--- config.mk ---
export PLATFORM = sky130hd
export DESIGN_NAME = program_loader
export DESIGN_NICKNAME = d
export VERILOG_FILES = /design/src/rtl/program_loader.sv
export SDC_FILE = /design/constraint.sdc
export NUM_CORES = 1
export LEC_CHECK = 0
export CAP_MARGIN = 15
export CORE_MARGIN = 10
export CORE_UTILIZATION = 35
export CTS_BUF_LIST = sky130_fd_sc_hd__clkbuf_8
export DETAILED_ROUTE_END_ITERATION = 8
export MAX_ROUTING_LAYER = met4
export SYNTH_ARGS = -nofsm -noshare
export SYNTH_HDL_FRONTEND = slang
export SYNTH_SLANG_ARGS = --single-unit
--- constraint.sdc ---
create_clock -name clk -period 4.7 [get_ports clk]
set_input_delay 0.705 -clock clk [delete_from_list [all_inputs] [get_ports clk]]
set_output_delay 0.705 -clock clk [all_outputs]
set_load 0.005 [all_outputs]
--- src/rtl/program_loader.sv ---
// Boot loader: parses a length/payload/checksum byte stream and writes the payload into RAM from BASE_ADDR.
// Latency: one cycle from each payload byte transfer to its RAM write strobe.
// Backpressure: in_ready is high only while loading; the stream stalls freely via in_valid.
module program_loader #(
    parameter logic [15:0] BASE_ADDR = 16'h0000
) (
    input  logic        clk,
    input  logic        reset,
    input  logic        start,
    input  logic        in_valid,
    input  logic [7:0]  in_data,
    output logic        in_ready,
    output logic        mem_we,
    output logic [15:0] mem_addr,
    output logic [7:0]  mem_din,
    output logic        cpu_hold,
    output logic        busy,
    output logic        done,
    output logic        error
);

    typedef enum logic [2:0] {
        IDLE   = 3'd0,
        HDR_LO = 3'd1,
        HDR_HI = 3'd2,
        DATA   = 3'd3,
        CSUM   = 3'd4,
        DONE   = 3'd5,
        ERROR  = 3'd6
    } state_t;

    state_t      state;
    logic [15:0] len;
    logic [15:0] idx;
    logic [7:0]  sum;

    logic        xfer;
    logic [15:0] hdr_len;
    logic [16:0] end_addr;
    logic        overflow;

    assign in_ready = (state == HDR_LO) || (state == HDR_HI) ||
                      (state == DATA)   || (state == CSUM);
    assign xfer     = in_valid && in_ready;

    // Full length as it will be once the high byte lands; 17 bits so a wrapping image is caught.
    assign hdr_len  = {in_data, len[7:0]};
    assign end_addr = {1'b0, BASE_ADDR} + {1'b0, hdr_len};
    assign overflow = end_addr > 17'h10000;

    always_ff @(posedge clk) begin
        if (reset) begin
            state    <= IDLE;
            len      <= 16'h0000;
            idx      <= 16'h0000;
            sum      <= 8'h00;
            mem_we   <= 1'b0;
            mem_addr <= 16'h0000;
            mem_din  <= 8'h00;
            cpu_hold <= 1'b1;
            busy     <= 1'b0;
            done     <= 1'b0;
            error    <= 1'b0;
        end else begin
            mem_we <= 1'b0;
            case (state)
                IDLE, DONE, ERROR: begin
                    if (start) begin
                        state    <= HDR_LO;
                        idx      <= 16'h0000;
                        sum      <= 8'h00;
                        done     <= 1'b0;
                        error    <= 1'b0;
                        busy     <= 1'b1;
                        cpu_hold <= 1'b1;
                    end
                end
                HDR_LO: begin
                    if (xfer) begin
                        len[7:0] <= in_data;
                        state    <= HDR_HI;
                    end
                end
                HDR_HI: begin
                    if (xfer) begin
                        len[15:8] <= in_data;
                        if (overflow) begin
                            state <= ERROR;
                            error <= 1'b1;
                            busy  <= 1'b0;
                        end else if (hdr_len == 16'h0000) begin
                            state <= CSUM;
                        end else begin
                            state <= DATA;
                        end
                    end
                end
                DATA: begin
                    if (xfer) begin
                        mem_we   <= 1'b1;
                        mem_addr <= BASE_ADDR + idx;
                        mem_din  <= in_data;
                        sum      <= sum + in_data;
                        idx      <= idx + 16'd1;
                        if (idx == len - 16'd1) begin
                            state <= CSUM;
                        end
                    end
                end
                CSUM: begin
                    if (xfer) begin
                        busy <= 1'b0;
                        if (in_data == sum) begin
                            state    <= DONE;
                            done     <= 1'b1;
                            cpu_hold <= 1'b0;
                        end else begin
                            state <= ERROR;
                            error <= 1'b1;
                        end
                    end
                end
                default: begin
                    state <= IDLE;
                    busy  <= 1'b0;
                end
            endcase
        end
    end

endmodule

==> metrics.md, run 1 <==
| Metric | Value |
|---|---|
| Period minus WS final | 2870 ps |
| Largest net degree at the start of global routing | 60 |
| Sequential Power Share | 0.422 |
| Worst hold path class | flip-flop to flip-flop |
| Post-Syn Area | 3700 um^2 |
| Yosys reg bits | 72 |
| Fin area | 4390 um^2 |
| Post-DP HPWL | 7010 um |
| Fin nets | 511 |
| Top-area cell type share of the netlist area | 0.389 |
| Die W | 123 um |
| Initial Util | 0.359 |
| CTS root buf | clkbuf_8 |
| Simple-gate portion of the synthesized area | 0.245 |
| Period utilization | 0.610 |
| Endpoints failing hold | 0 |
| Main synth FF type | dfxtp_1 |
| Sw Ratio | 0.330 |
| Fraction of registers with async set/reset | 0 |
| Post-synthesis net count | 482 |
| Max-cap viol count | 0 |
| Clock Skews | 8.28 ps |
| Pint | 1110 uW |
| Clk pin slew, worst setup/hold paths | 80 ps |
| FILL cells | 1036 |
| Critical path launch point type | primary input |
| Synth Instances | 459 |
| Worst-Margin Slew | 1070 ps |
| CTS Buf Count | 9 |
| Number of inserted diodes | 0 |
| Sequential fraction of the synthesis area | 0.389 |
| Core Box Area | 10300 um^2 |
| Per-cell routed wire length | 15.5 um |
| Final setup viols | 0 |
| GPL Wtd Cong | 0.902 |
| Count of flip-flops with a built-in enable after synthesis | 0 |
| Pwr Density | 379 nW/um^2 |
| Layout area overhead | 18.5% |
| H-tree depth | 3 |
| First-pass GRT wire length | 15800 um |
| Vias in the first global route | 3131 |
| Die Y | 123 um |
| Routed Antenna Nets | 0 |
| Mux share of post-synthesis cell area | 0.0331 |
| Clock sink count | 72 |
| Mean post-synth cell area | 8.06 um^2 |
| Max Buffers Root-to-Sink | 2 |
| Crit Path Max Fanout | 6 |
| Slew Limit Fails | 0 |
| Top cells by area in the synthesized netlist | dfxtp_1, nand2_1, a21oi_1 |
| Min Hold Slack | 459 ps |
| CTS tree | built |
| Die footprint | 15100 um^2 |
| Fmax | 349 MHz |
| DRC | 0 |
| Combinational share of power | 0.280 |
| YS warnings | 0 |
| CP Class | primary input to flip-flop |
| Clk pwr share | 0.298 |
| TNS Setup | 0 ps |
| XOR/XNOR share of the synthesized area | 0.106 |
| Clk_lat worst skew | 350 ps |
| Slew Limit Headroom | 0.290 |
| Post-CTS sizing | 0 |
| Critical Path RT | 4970 ps |
| Synth Area in Adders | 0.0392 |
| Final wirelength | 9750 um |
| Num ports | 42 |
| Placed Area | 4190 um^2 |
| Inst Count DP | 613 |
| Max VDD drop | 0.000159 V |
| Pleak | 0.00157 uW |
| Finished Layout Cells | 629 |
| Largest family of logic cells by synthesized area | simple AND/OR/NAND/NOR gates |
| Via/cell ratio | 5.25 |
| Global route overflow | 0 |
| Core Rows | 37 |
| Critical Path End Type | flip-flop |
| Layout cells sized above 1 | 0.0527 |
| CTS Hold Bufs | 0 |
| RSZ-0062 raised after global routing | false |
| Total GRT Usage | 0.136 |
| Post-synth cell types | 52 |
| CP arrival | 3130 ps |
| Status | finished, final reports clean |
| Initial antenna violation count | 0 |
| Setup Buffers After CTS | 0 |
| Port Buffer Count | 41 |
| Leading area contributor after synthesis | dfxtp_1 |
| 1st-pass router iterations | 4 |
| NetSw | 549 uW |
| Initial DRC Count | 159 |
| Synth Area in Compound Gates | 0.149 |
| Vias | 3303 |
## cell type report
class | count | area (um^2) | area share
flip-flops and latches | 72 | 1440 | 0.329
clock inverters | 6 | 60.1 | 0.0137
clock buffers | 10 | 138 | 0.0314
multi-input cells | 352 | 2120 | 0.484
repair buffers | 42 | 413 | 0.0941
well taps | 136 | 170 | 0.0388
inverters | 11 | 41.3 | 0.00941
## registers in the layout (all words and copies together) (netlist names)
| register | flops |
|---|---|
| idx | 16 |
| len | 16 |
| mem_addr | 16 |
| mem_din | 8 |
| sum | 8 |
| state | 3 |
| busy | 1 |
| cpu_hold | 1 |
| done | 1 |
| error | 1 |
| mem_we | 1 |
## worst paths after layout
| path | from | endpoint | slack (ps) | cells after the start |
|---|---|---|---|---|
| worst max register to register | len[0] | state[0] | 1990 | 9 |
| worst min register to register | mem_din[6] | mem_din[6] | 460 | 2 |
| worst max-delay path | in_data[1] | sum[7] | 1830 | 9 |
| worst min-delay path | mem_din[6] | mem_din[6] | 460 | 2 |
## synth_stat cells (6+ instances only)
library cell / instances
nand2_1: 82
dfxtp_1: 72
nor2_1: 45
a21oi_1: 44
xnor2_1: 25
clkbuf_1: 20
xor2_1: 18
nor3_1: 15
inv_1: 11
nand3_1: 11
ha_1: 10
mux2i_1: 10
o21ai_0: 10
a22oi_1: 8
a31oi_1: 7
a21o_1: 6
or3_1: 6
## cells by family after synthesis
logic type / count (synthesis)
buffers and inverters: 35
adder cells (fa/ha/maj): 11
multiplexers: 12
flip-flops: 72
AND/OR/NAND/NOR: 193
XOR/XNOR: 44
AO/OA/AOI/OAI: 92
## power groups by stage
stage | Clock, uW | Sequential, uW | Combinational, uW
2_1_floorplan | 0 | 685 | 373
3_3_place_gp | 0 | 712 | 455
5_1_grt | 534 | 709 | 516
3_5_place_dp | 0 | 714 | 463
6_report | 495 | 701 | 465
4_1_cts | 505 | 700 | 466
## metal layers
layer,vias up,wire length [um],track usage
met5,-,0,-
met4,0,167,0.0589
met3,11,458,0.0372
met2,72,4420,0.199
met1,1580,4710,0.172
li1,1640,-,-
## placed cells by master (no fill, tap or decap), drive strengths merged, types with 10 or more instances in the layout
cell type / count
ha: 10
o21ai: 11
a21oi: 44
xor2: 18
nand3: 11
xnor2: 26
inv: 12
nor3: 15
nor2: 46
clkdlybuf4s50: 40
clkbuf: 10
nand2: 82
dfxtp: 72
mux2i: 10
## stage by stage
step / total power (uW) / worst slack (ps) / util
global route: 1760 / 1690 / 0.425
finish: 1660 / 1830 / 0.425
floorplan: 1060 / 2280 / -
global placement: 1170 / 1520 / 0.406
CTS: 1670 / 1840 / 0.425
detailed placement: 1180 / 1460 / 0.406
## critical path, stage by stage
cell             delay (ps)
clkdlybuf4s50_1         640
ha_1                    310
a21o_1                  180
a21oi_1                 200
o21ai_0                 150
o41ai_1                 320
xor2_1                  130
or3_1                   360
a31oi_1                 130
Note: power is estimated with default switching activity, not from simulation.
==> inputs of run 2 (changes only) <==
- clock period: 4.7 -> 2.75 ns (I/O delays scaled with it)
==> metrics.md, run 2 (synthesis gave the netlist of run 1 again) <==
| Metric | Value |
|---|---|
| NetSw | 944 uW |
| Port Buffer Count | 41 |
| Post-DP HPWL | 7500 um |
| Worst-Margin Slew | 727 ps |
| Largest net degree at the start of global routing | 31 |
| Vias | 3364 |
| Max-cap viol count | 0 |
| Slew Limit Headroom | 0.513 |
| Clk_lat worst skew | 350 ps |
| FILL cells | 1029 |
| Die footprint | 15100 um^2 |
| 1st-pass router iterations | 4 |
| Slew Limit Fails | 0 |
| Clk pin slew, worst setup/hold paths | 80 ps |
| Final Worst Setup Slack | 364 ps |
| Period utilization | 0.868 |
| Power Total | 2900 uW |
| CP arrival | 2630 ps |
| Max VDD drop | 0.000330 V |
| CTS root buf | clkbuf_8 |
| Pleak | 0.00168 uW |
| Critical path launch point type | primary input |
| Max Buffers Root-to-Sink | 2 |
| R2r startpoint | len[0] |
| R2r setup slk | 370 ps |
| Combinational share of power | 0.310 |
| First-pass GRT wire length | 16800 um |
| HP Start | mem_addr[3] |
| Clock Skews | 6.40 ps |
| Vias in the first global route | 3328 |
| Final setup viols | 0 |
| Final wirelength | 10100 um |
| Critical Path End Type | flip-flop |
| Most frequent cells in the layout | nand2_1, dfxtp_1, nor2_1, a21oi_1, clkdlybuf4s50_1 |
| Num ports | 42 |
| Global route overflow | 0 |
| RSZ-0062 raised after global routing | false |
| Fmax | 419 MHz |
| Layout cells sized above 1 | 0.0950 |
| Commonest non-fill, non-tap cell in the layout | nand2_1 |
| Met1 Track Usage GR | 0.175 |
| Endpoints failing hold | 0 |
| Hold Path Depth | 2 |
| Die W | 123 um |
| Met3 usage | 0.0312 |
| Post-CTS sizing | 0 |
| Leading registers by flop count | idx x16, len x16, mem_addr x16 |
| Worst hold path class | flip-flop to flip-flop |
| Core Rows | 37 |
| Fin nets | 534 |
| CTS Buf Count | 9 |
| Critical Path RT | 3000 ps |
| Busiest grt layer | met2 |
| Core Box Area | 10300 um^2 |
| H-tree depth | 3 |
| Sw Ratio | 0.325 |
| Die Y | 123 um |
| Status | finished, final reports clean |
| Setup WS pre-CTS | -0.0222 ps |
| CP Class | primary input to flip-flop |
| Fin area | 4560 um^2 |
| Pint | 1960 uW |
| Period minus WS final | 2390 ps |
| Setup Buffers After CTS | 0 |
| CTS tree | built |
| R2R Path End | state[0] |
| Initial antenna violation count | 0 |
| Clk pwr share | 0.289 |
| R2R cell count | 8 |
| DRC | 0 |
| Hold Path End | mem_addr[3] |
| Layout area overhead | 23.2% |
| CTS Hold Bufs | 0 |
| GPL Wtd Cong | 0.928 |
| Initial Util | 0.359 |
| Clock sink count | 72 |
| Placed Area | 4360 um^2 |
| Pwr Density | 637 nW/um^2 |
| Number of inserted diodes | 0 |
| Crit Path Max Fanout | 3 |
| Met2 usage | 0.227 |
| Initial DRC Count | 121 |
| Per-cell routed wire length | 15.5 um |
| Total GRT Usage | 0.144 |
| Sequential Power Share | 0.401 |
| Via/cell ratio | 5.16 |
| Routed Antenna Nets | 0 |
==> run 2: how the worst max path moves through the flow <==
stage	from	end	cells after the start
floorplan	len[0]	state[0]	9
global placement	in_data[6]	done	9
detailed placement	in_data[6]	cpu_hold	10
CTS	len[0]	state[0]	8
global route	len[0]	state[0]	8
finish	in_data[6]	cpu_hold	10
==> run 2: critical path, stage by stage <==
cell	delay, ps
clkdlybuf4s50_1	480
ha_1	380
nor4_1	320
nand3_1	210
o21ai_0	200
o21ai_0	80
o21ai_0	130
buf_4	170
mux2i_1	180
nand2b_1	70
==> run 2: power groups by stage <==
stage | clock [uW] | sequential (uW) | combinational (uW)
after floorplan | 0 | 1170 | 638
after global placement | 0 | 1180 | 883
after detailed placement | 0 | 1190 | 896
after CTS | 859 | 1160 | 899
after global routing | 903 | 1170 | 1010
final | 840 | 1160 | 899
==> run 2: final cells by class <==
class                   instances  area, um^2  share of cell area
clock buffers                  10         138              0.0302
flip-flops and latches         72        1440               0.316
repair buffers                 65         586               0.128
well taps                     136         170              0.0373
multi-input cells             352        2120               0.466
clock inverters                 6        60.1              0.0132
inverters                      11        41.3             0.00906
==> run 2: per-stage QoR <==
step / hold slack, ps / TNS [ps] / cells / util
after floorplan: 453 / 0 / 459 / -
after global placement: 446 / 0 / 636 / 0.422
after detailed placement: 451 / -0.0222 / 636 / 0.422
after CTS: 461 / 0 / 652 / 0.442
after global routing: 485 / 0 / 652 / 0.442
final: 458 / 0 / 652 / 0.442
==> run 2: layer usage <==
metal	routed length, um	share of wire	up-vias
li1	-	-	1686
met1	4690	0.46	1582
met2	4750	0.47	84
met3	491	0.049	12
met4	173	0.017	0
met5	0	0	-
